===== src/rtl/mips_pkg.sv =====
// Shared encodings and widths for the EX-stage multiply/divide unit.
package mips_pkg;

   localparam int unsigned WIDTH = 32;
   localparam int unsigned STEPS = WIDTH;
   localparam int unsigned CNT_W = $clog2(STEPS);

   typedef enum logic [2:0] {
      OP_NOP   = 3'd0,
      OP_MULT  = 3'd1,
      OP_MULTU = 3'd2,
      OP_DIV   = 3'd3,
      OP_DIVU  = 3'd4,
      OP_MTHI  = 3'd5,
      OP_MTLO  = 3'd6
   } muldiv_op_t;

   typedef enum logic [1:0] {
      ST_IDLE = 2'd0,
      ST_CALC = 2'd1,
      ST_FIX  = 2'd2
   } muldiv_state_t;

   // Magnitude of x when treated as signed; raw value otherwise.
   function automatic logic [WIDTH-1:0] abs_w(input logic [WIDTH-1:0] x,
                                              input logic              sgn);
      return (sgn && x[WIDTH-1]) ? WIDTH'(~x + WIDTH'(1)) : x;
   endfunction

endpackage


===== src/rtl/muldiv_step.sv =====
// One radix-2 iteration: shift-add multiply or restoring shift-subtract divide.
module muldiv_step
   import mips_pkg::*;
(
   input  logic             is_div,
   input  logic [WIDTH-1:0] acc_hi,
   input  logic [WIDTH-1:0] acc_lo,
   input  logic [WIDTH-1:0] opd,
   output logic [WIDTH-1:0] hi_nxt,
   output logic [WIDTH-1:0] lo_nxt
);

   logic [WIDTH:0] sum;
   logic [WIDTH:0] rem_sh;
   logic           fits;

   // Multiply: {hi,lo} holds partial product and remaining multiplier bits.
   // Divide: hi is the partial remainder, lo shifts dividend out and quotient in.
   always_comb begin
      sum    = {1'b0, acc_hi} + (acc_lo[0] ? {1'b0, opd} : '0);
      rem_sh = {acc_hi, acc_lo[WIDTH-1]};
      fits   = (rem_sh >= {1'b0, opd});
      hi_nxt = '0;
      lo_nxt = '0;
      if (is_div) begin
         hi_nxt = fits ? WIDTH'(rem_sh - {1'b0, opd}) : rem_sh[WIDTH-1:0];
         lo_nxt = {acc_lo[WIDTH-2:0], fits};
      end else begin
         hi_nxt = sum[WIDTH:1];
         lo_nxt = {sum[0], acc_lo[WIDTH-1:1]};
      end
   end

endmodule


===== src/rtl/ex_muldiv.sv =====
// Iterative multiply/divide unit owning the architectural HI/LO registers.
module ex_muldiv
   import mips_pkg::*;
(
   input  logic             clk,
   input  logic             rst_n,
   input  logic [2:0]       op,
   input  logic             start,
   input  logic [WIDTH-1:0] opa,
   input  logic [WIDTH-1:0] opb,
   input  logic             flush,
   output logic             busy,
   output logic             done,
   output logic [WIDTH-1:0] hi,
   output logic [WIDTH-1:0] lo
);

   muldiv_state_t    state;
   logic [CNT_W-1:0] cnt;
   logic [WIDTH-1:0] acc_hi;
   logic [WIDTH-1:0] acc_lo;
   logic [WIDTH-1:0] opd;
   logic [WIDTH-1:0] a_raw;
   logic             neg_res;
   logic             neg_rem;
   logic             is_div;
   logic             div_zero;

   logic [WIDTH-1:0]   step_hi;
   logic [WIDTH-1:0]   step_lo;
   logic               op_signed;
   logic               op_div;
   logic               op_md;
   logic               sgn_a;
   logic               sgn_b;
   logic [WIDTH-1:0]   abs_a;
   logic [WIDTH-1:0]   abs_b;
   logic [2*WIDTH-1:0] prod;
   logic [2*WIDTH-1:0] prod_fix;
   logic [WIDTH-1:0]   quo_fix;
   logic [WIDTH-1:0]   rem_fix;

   muldiv_step u_step (
      .is_div (is_div),
      .acc_hi (acc_hi),
      .acc_lo (acc_lo),
      .opd    (opd),
      .hi_nxt (step_hi),
      .lo_nxt (step_lo)
   );

   // Decode the incoming request and form operand magnitudes.
   always_comb begin
      op_signed = (op == OP_MULT) || (op == OP_DIV);
      op_div    = (op == OP_DIV)  || (op == OP_DIVU);
      op_md     = (op == OP_MULT) || (op == OP_MULTU) || op_div;
      sgn_a     = op_signed && opa[WIDTH-1];
      sgn_b     = op_signed && opb[WIDTH-1];
      abs_a     = abs_w(opa, op_signed);
      abs_b     = abs_w(opb, op_signed);
   end

   // Sign correction of the unsigned iteration result.
   always_comb begin
      prod     = {acc_hi, acc_lo};
      prod_fix = neg_res ? (2*WIDTH)'(~prod + (2*WIDTH)'(1)) : prod;
      quo_fix  = neg_res ? WIDTH'(~acc_lo + WIDTH'(1)) : acc_lo;
      rem_fix  = neg_rem ? WIDTH'(~acc_hi + WIDTH'(1)) : acc_hi;
   end

   // Control FSM, iteration state and HI/LO, all updated on the falling edge.
   always_ff @(negedge clk or negedge rst_n) begin
      if (!rst_n) begin
         state    <= ST_IDLE;
         cnt      <= '0;
         acc_hi   <= '0;
         acc_lo   <= '0;
         opd      <= '0;
         a_raw    <= '0;
         neg_res  <= 1'b0;
         neg_rem  <= 1'b0;
         is_div   <= 1'b0;
         div_zero <= 1'b0;
         hi       <= '0;
         lo       <= '0;
         busy     <= 1'b0;
         done     <= 1'b0;
      end else begin
         done <= 1'b0;
         case (state)
            ST_IDLE: begin
               if (start && !flush) begin
                  if (op_md) begin
                     state    <= ST_CALC;
                     busy     <= 1'b1;
                     cnt      <= '0;
                     acc_hi   <= '0;
                     acc_lo   <= op_div ? abs_a : abs_b;
                     opd      <= op_div ? abs_b : abs_a;
                     a_raw    <= opa;
                     neg_res  <= sgn_a ^ sgn_b;
                     neg_rem  <= sgn_a;
                     is_div   <= op_div;
                     div_zero <= op_div && (opb == '0);
                  end else if (op == OP_MTHI) begin
                     hi <= opa;
                  end else if (op == OP_MTLO) begin
                     lo <= opa;
                  end
               end
            end
            ST_CALC: begin
               if (flush) begin
                  state <= ST_IDLE;
                  busy  <= 1'b0;
               end else begin
                  acc_hi <= step_hi;
                  acc_lo <= step_lo;
                  cnt    <= cnt + CNT_W'(1);
                  if (cnt == CNT_W'(STEPS - 1)) begin
                     state <= ST_FIX;
                  end
               end
            end
            ST_FIX: begin
               state <= ST_IDLE;
               busy  <= 1'b0;
               if (!flush) begin
                  done <= 1'b1;
                  if (!is_div) begin
                     hi <= prod_fix[2*WIDTH-1:WIDTH];
                     lo <= prod_fix[WIDTH-1:0];
                  end else if (div_zero) begin
                     hi <= a_raw;
                     lo <= '1;
                  end else begin
                     hi <= rem_fix;
                     lo <= quo_fix;
                  end
               end
            end
            default: begin
               state <= ST_IDLE;
               busy  <= 1'b0;
            end
         endcase
      end
   end

endmodule


===== config.mk =====
export PLATFORM = sky130hd
export DESIGN_NAME = ex_muldiv
export DESIGN_NICKNAME = d
export VERILOG_FILES = /design/src/rtl/mips_pkg.sv /design/src/rtl/muldiv_step.sv /design/src/rtl/ex_muldiv.sv
export SDC_FILE = /design/constraint.sdc
export NUM_CORES = 1
export LEC_CHECK = 0
export ABC_AREA = 0
export BUFFER_PORTS_ARGS = -buffer_cell sky130_fd_sc_hd__buf_2
export CAP_MARGIN = 25
export CORE_MARGIN = 5
export CORE_UTILIZATION = 30
export DETAILED_ROUTE_END_ITERATION = 10
export PLACE_DENSITY = 0.42
export REMOVE_ABC_BUFFERS = 1
export SLEW_MARGIN = 20
export SYNTH_ARGS = -nofsm -noshare
export SYNTH_HDL_FRONTEND = slang
export SYNTH_HIERARCHICAL = 1
export SYNTH_SLANG_ARGS = --single-unit

===== constraint.sdc =====
create_clock -name clk -period 3.6 [get_ports clk]
set_clock_uncertainty 0.15 [all_clocks]
set_input_delay 0.54 -clock clk [delete_from_list [all_inputs] [get_ports clk]]
set_output_delay 0.54 -clock clk [all_outputs]
set_load 0.01 [all_outputs]

== Yosys cells after proc, flatten, opt, wreduce, memory -nomap -nowiden ==
Index checks and enable logic that the tools add are counted.
Storage, ports and cells
  bits in registers: 205
  latch bits: 0
  bits in writable memories: 0
  memory bits (read-only): 0
  bits of input ports: 71
  output and inout bits: 66
  word-level logic and storage cells: 116
  memories kept: 0
Cells by class
  add/sub/neg operators: 8
  multipliers: 0
  divide/modulo/power cells: 0
  order comparisons: 1
  equality and inequality tests: 19
  shift-type cells: 0
  muxes and demuxes: 49
  bitwise logic cells: 6
  reductions and logical operators: 19
Operators by type and width (count)
  2-to-1 mux 32 bit: 29
  case mux 32 bit (2 select lines): 4
  adder 32 x 1 -> 32 bit (second input constant): 4
  NOT 32 bit: 4
  adder 64 x 1 -> 64 bit (second input constant): 1
  2-to-1 mux 64 bit: 1
  NOT 64 bit: 1
  adder 32 x 32 -> 33 bit: 1
  greater-or-equal comparator 33 x 32 -> 1 bit: 1
  logical NOT 32 bit: 1
  subtractor 32 bit: 1
  inequality test 2 bit (second input constant): 9
  2-to-1 mux 5 bit: 3
  case mux 5 bit (2 select lines): 1
  equality test 3 bit (second input constant): 3
  AND reduction 3 bit: 3
  2-to-1 mux 2 bit: 4
  equality test 3 x 2 -> 1 bit (second input constant): 2
  AND reduction 6 bit: 1
  adder 5 x 1 -> 5 bit (second input constant): 1
  equality test 5 bit (second input constant): 1
  2-to-1 mux 1 bit: 5
  AND reduction 5 bit: 1
  logical AND 1 bit: 4
  12 further kinds: 16

== Logic depth before layout (Yosys ltp) ==
  word-level depth: 8
  depth in mapped cells: 15
  depth with buffers taken out: 15

== By module ==
The synthesis kept the hierarchy.
Modules (own cells, without submodules)
  ex_muldiv: instances 1, cells an instance 1709, area an instance 13644.3 um^2, seq. area each 5129.9 um^2
  muldiv_step: instances 1, cells an instance 705, area an instance 4867.2 um^2, seq. area each 0.0 um^2

==> results.md <==
- Fraction of layout instances using a drive strength above 1: 0.308
- Count of vias placed by the detailed router: 20858
- Effective utilization at floorplan: 0.302
- Number of buffers inserted during clock tree synthesis: 28
- Violated checks: setup timing
- Slowest stage delay, CP: 0.58 ns
- Die Area: 0.0668 mm2
- Synth cell types: 96
- Cell count after synthesis: 2414
- Global-route track usage on met2: 0.418
- Number of vias per cell: 5.65
- GR peak layer: met2
- Count of boundary I/O pins: 137
- Average size of a mapped cell: 7.67 um2
- Synth top area share: 0.277
- Vias in the first global route: 20511
- Critical path peak fanout: 2
- Cell taking the most area after synthesis: dfrtn_1
- Most used flip-flop cell after synthesis: dfrtn_1
- Global routing met3 resource utilization: 0.0342
- Pre-Repair DR Iteration Count: 5
- Path class of the lowest-slack min-delay path: reg -> reg
- Top cell types by occurrence after synthesis: 341 x nand2_1, 205 x dfrtn_1, 189 x a21oi_1, 175 x o21ai_0, 173 x nor2_1
- WP data arrival: 3.11 ns
- GRT Residual Overflow: 0
- Global-route wire length before repair: 133 mm
- GRT Overall Usage: 0.258
- Largest net degree at the start of global routing: 55
- Hold path depth: 2
- Final ANT Viol Nets: 0
- Clock-pin transition on the worst setup and hold timing paths: 0.05 ns
- Power Density: 499 mW/mm2
- Count of input and output buffers: 136
- Static leakage: 11.8 nW
- Clock tree buffer depth: 3
- Max-slew violation total from the final report: 0
- Die width: 258 um
- Remaining routing DRC violations: 0
- Type of destination of the critical path: primary output
- Vert. Die Dim: 258 um
- Slew of the pin with the lowest slew margin: 0.954 ns
- CTS tree: yes
- Unrepaired setup endpoints after global routing: true
- Core outline area: 0.0614 mm2
- Slew HR: 0.363
- Required time at the worst-slack endpoint: 2.91 ns
- Count of flip-flops with a built-in enable after synthesis: 0
- Fin worst setup slack: -0.197 ns
- Number of antenna violations at the first check in global routing: 2
- Total detailed-routing wirelength: 90.7 mm
- CP max stage cell: dfrtn_1
- Final Hold Viols: 0
- Number of gates on the worst path with buffers counted: 1
- # fillers: 6179
- Result of the run: finished with violations
- Combined area of all synthesized cells: 0.0185 mm2
- Category of the critical setup timing path: reg -> out
- Number of flip-flops and latches in the synthesized netlist: 205
- Count of standard-cell rows: 91
- Average wire per cell in the routed design: 24.6 um
- R2r worst-path depth: 14
- Total non-filler cell area in the finished layout: 0.0260 mm2
- Number of DRC markers after the initial detailed-route iteration: 1574
- Cells traversed along the worst timing path: buf_6
- GR Util met1: 0.355
- Synth top area cells: dfrtn_1 28%, nand2_1 6.9%, a21oi_1 5.1%
- VDD IR-drop max: 327 uV
- Weighted congestion at the end of routability-driven global placement: 0.994
- Cell at the root of the clock tree: clkbuf_16
- Delay-heaviest family, CP: flip-flops
- Library cell with the highest instance count after synthesis: nand2_1
- Final setup violation count: 72
- Share of synthesized flip-flops with an asynchronous set or reset: 1.00
- Number of H-tree levels: 1
- Number of warnings printed during yosys synthesis: 6
- Area growth syn-to-layout: 40.7%
- Instance area at placement: 0.0230 mm2
- Setup crit start kind: register
- Hold-fix buffer count after cts: 0
- Nets@finish: 3020
- Worst setup timing slack at the placement stage: -1.01 ns
- Crit path buf inv count: 1
- Portion of the post-synthesis area used by sequential elements: 0.277
- Max capacitance violation total: 0
- Placed wire-length estimate after detailed placement: 70.5 mm
- Sink count of the clock tree: 205
- Clock insertion delay at the later pin of the skew report: 0.57 ns
-- final timing paths --
kind                            from         end  slack (ns)
hold reg to reg               cnt[4]      cnt[4]        0.27
max in group asynchronous      rst_n   acc_hi[3]        1.23
setup / recovery              hi[14]      hi[14]       -0.20
setup reg to reg           acc_lo[0]  acc_hi[23]        0.08
min in group asynchronous      rst_n      lo[24]        1.41
hold / removal                cnt[4]      cnt[4]        0.27
-- layout make-up --
cell class	instances	area [um2]	share of cell area
multi-input combinational	1978	13800	0.530
clock inverter	16	214	0.00822
antenna	2	5.00	0.000192
inverter	70	273	0.0105
tap	790	988	0.0380
clock buffer	36	782	0.0300
timing repair buffer	594	4840	0.186
sequential	205	5130	0.197
-- routing by layer --
metal / part of all wire / vias to the layer above
li1: - / 9702
met1: 0.44 / 10189
met2: 0.45 / 783
met3: 0.062 / 184
met4: 0.041 / 0
met5: 0 / -
-- timing repair --
item                                    4_1_cts  5_1_grt
gates resized for setup                     167      170
setup buffers                                32       26
pin swaps                                    67       84
gates cloned                                  1        0
endpoints found under the setup margin      137      165
-- cell families after synthesis --
logic type / synth area share
flip-flops: 0.277
AO/OA/AOI/OAI: 0.250
multiplexers: 0.0453
buffers and inverters: 0.0494
XOR/XNOR: 0.0785
AND/OR/NAND/NOR: 0.250
adder cells (fa/ha/maj): 0.0495
-- per-stage QoR --
| step | setup TNS, ns | utilization | hold WS [ns] | cells | power, mW |
|---|---|---|---|---|---|
| final | -4.39 | 0.424 | 0.272 | 3691 | 13.0 |
| after global routing | -8.19 | 0.424 | 0.300 | 3689 | 13.7 |
| after CTS | -4.57 | 0.408 | 0.275 | 3666 | 12.8 |
| after detailed placement | -114.06 | 0.374 | 0.274 | 3581 | 9.43 |
| after global placement | -112.03 | 0.374 | 0.267 | 3581 | 9.40 |
| after floorplan | -409.54 | - | 0.247 | 2253 | 6.76 |
-- registers in the layout, indices dropped and copies added (netlist names), 2 cells and up --
| name | flops |
|---|---|
| a_raw | 32 |
| acc_hi | 32 |
| acc_lo | 32 |
| hi | 32 |
| lo | 32 |
| opd | 32 |
| cnt | 5 |
| state | 2 |
-- power by group --
group          switching [mW]  internal, mW  leakage (nW)
clock network            1.23          1.88         0.490
logic                    3.64          2.74          8.76
registers               0.670          2.85          2.57
-- layout by cell type (no fill, tap or decap), types with 16 or more instances in the layout --
cell,instances
inv_1,66
o21ai_0,142
a21oi_1,176
mux2i_1,36
or3_1,33
xor2_1,67
o22ai_1,27
o31ai_1,23
a211oi_1,17
o211ai_1,22
o221ai_1,16
o21a_1,20
buf_4,388
nand3_1,85
o21ai_1,27
buf_2,105
mux2_2,37
nor3_1,44
nand2b_1,28
a31oi_1,27
buf_12,29
and2_1,39
nand2_1,331
ha_1,68
clkbuf_16,29
xnor2_1,71
a21o_1,38
nand4_1,22
and3_1,34
nor4_1,18
nor2_1,164
dfrtn_1,205
buf_6,65
No activity file was read; power rests on OpenSTA's default activity.
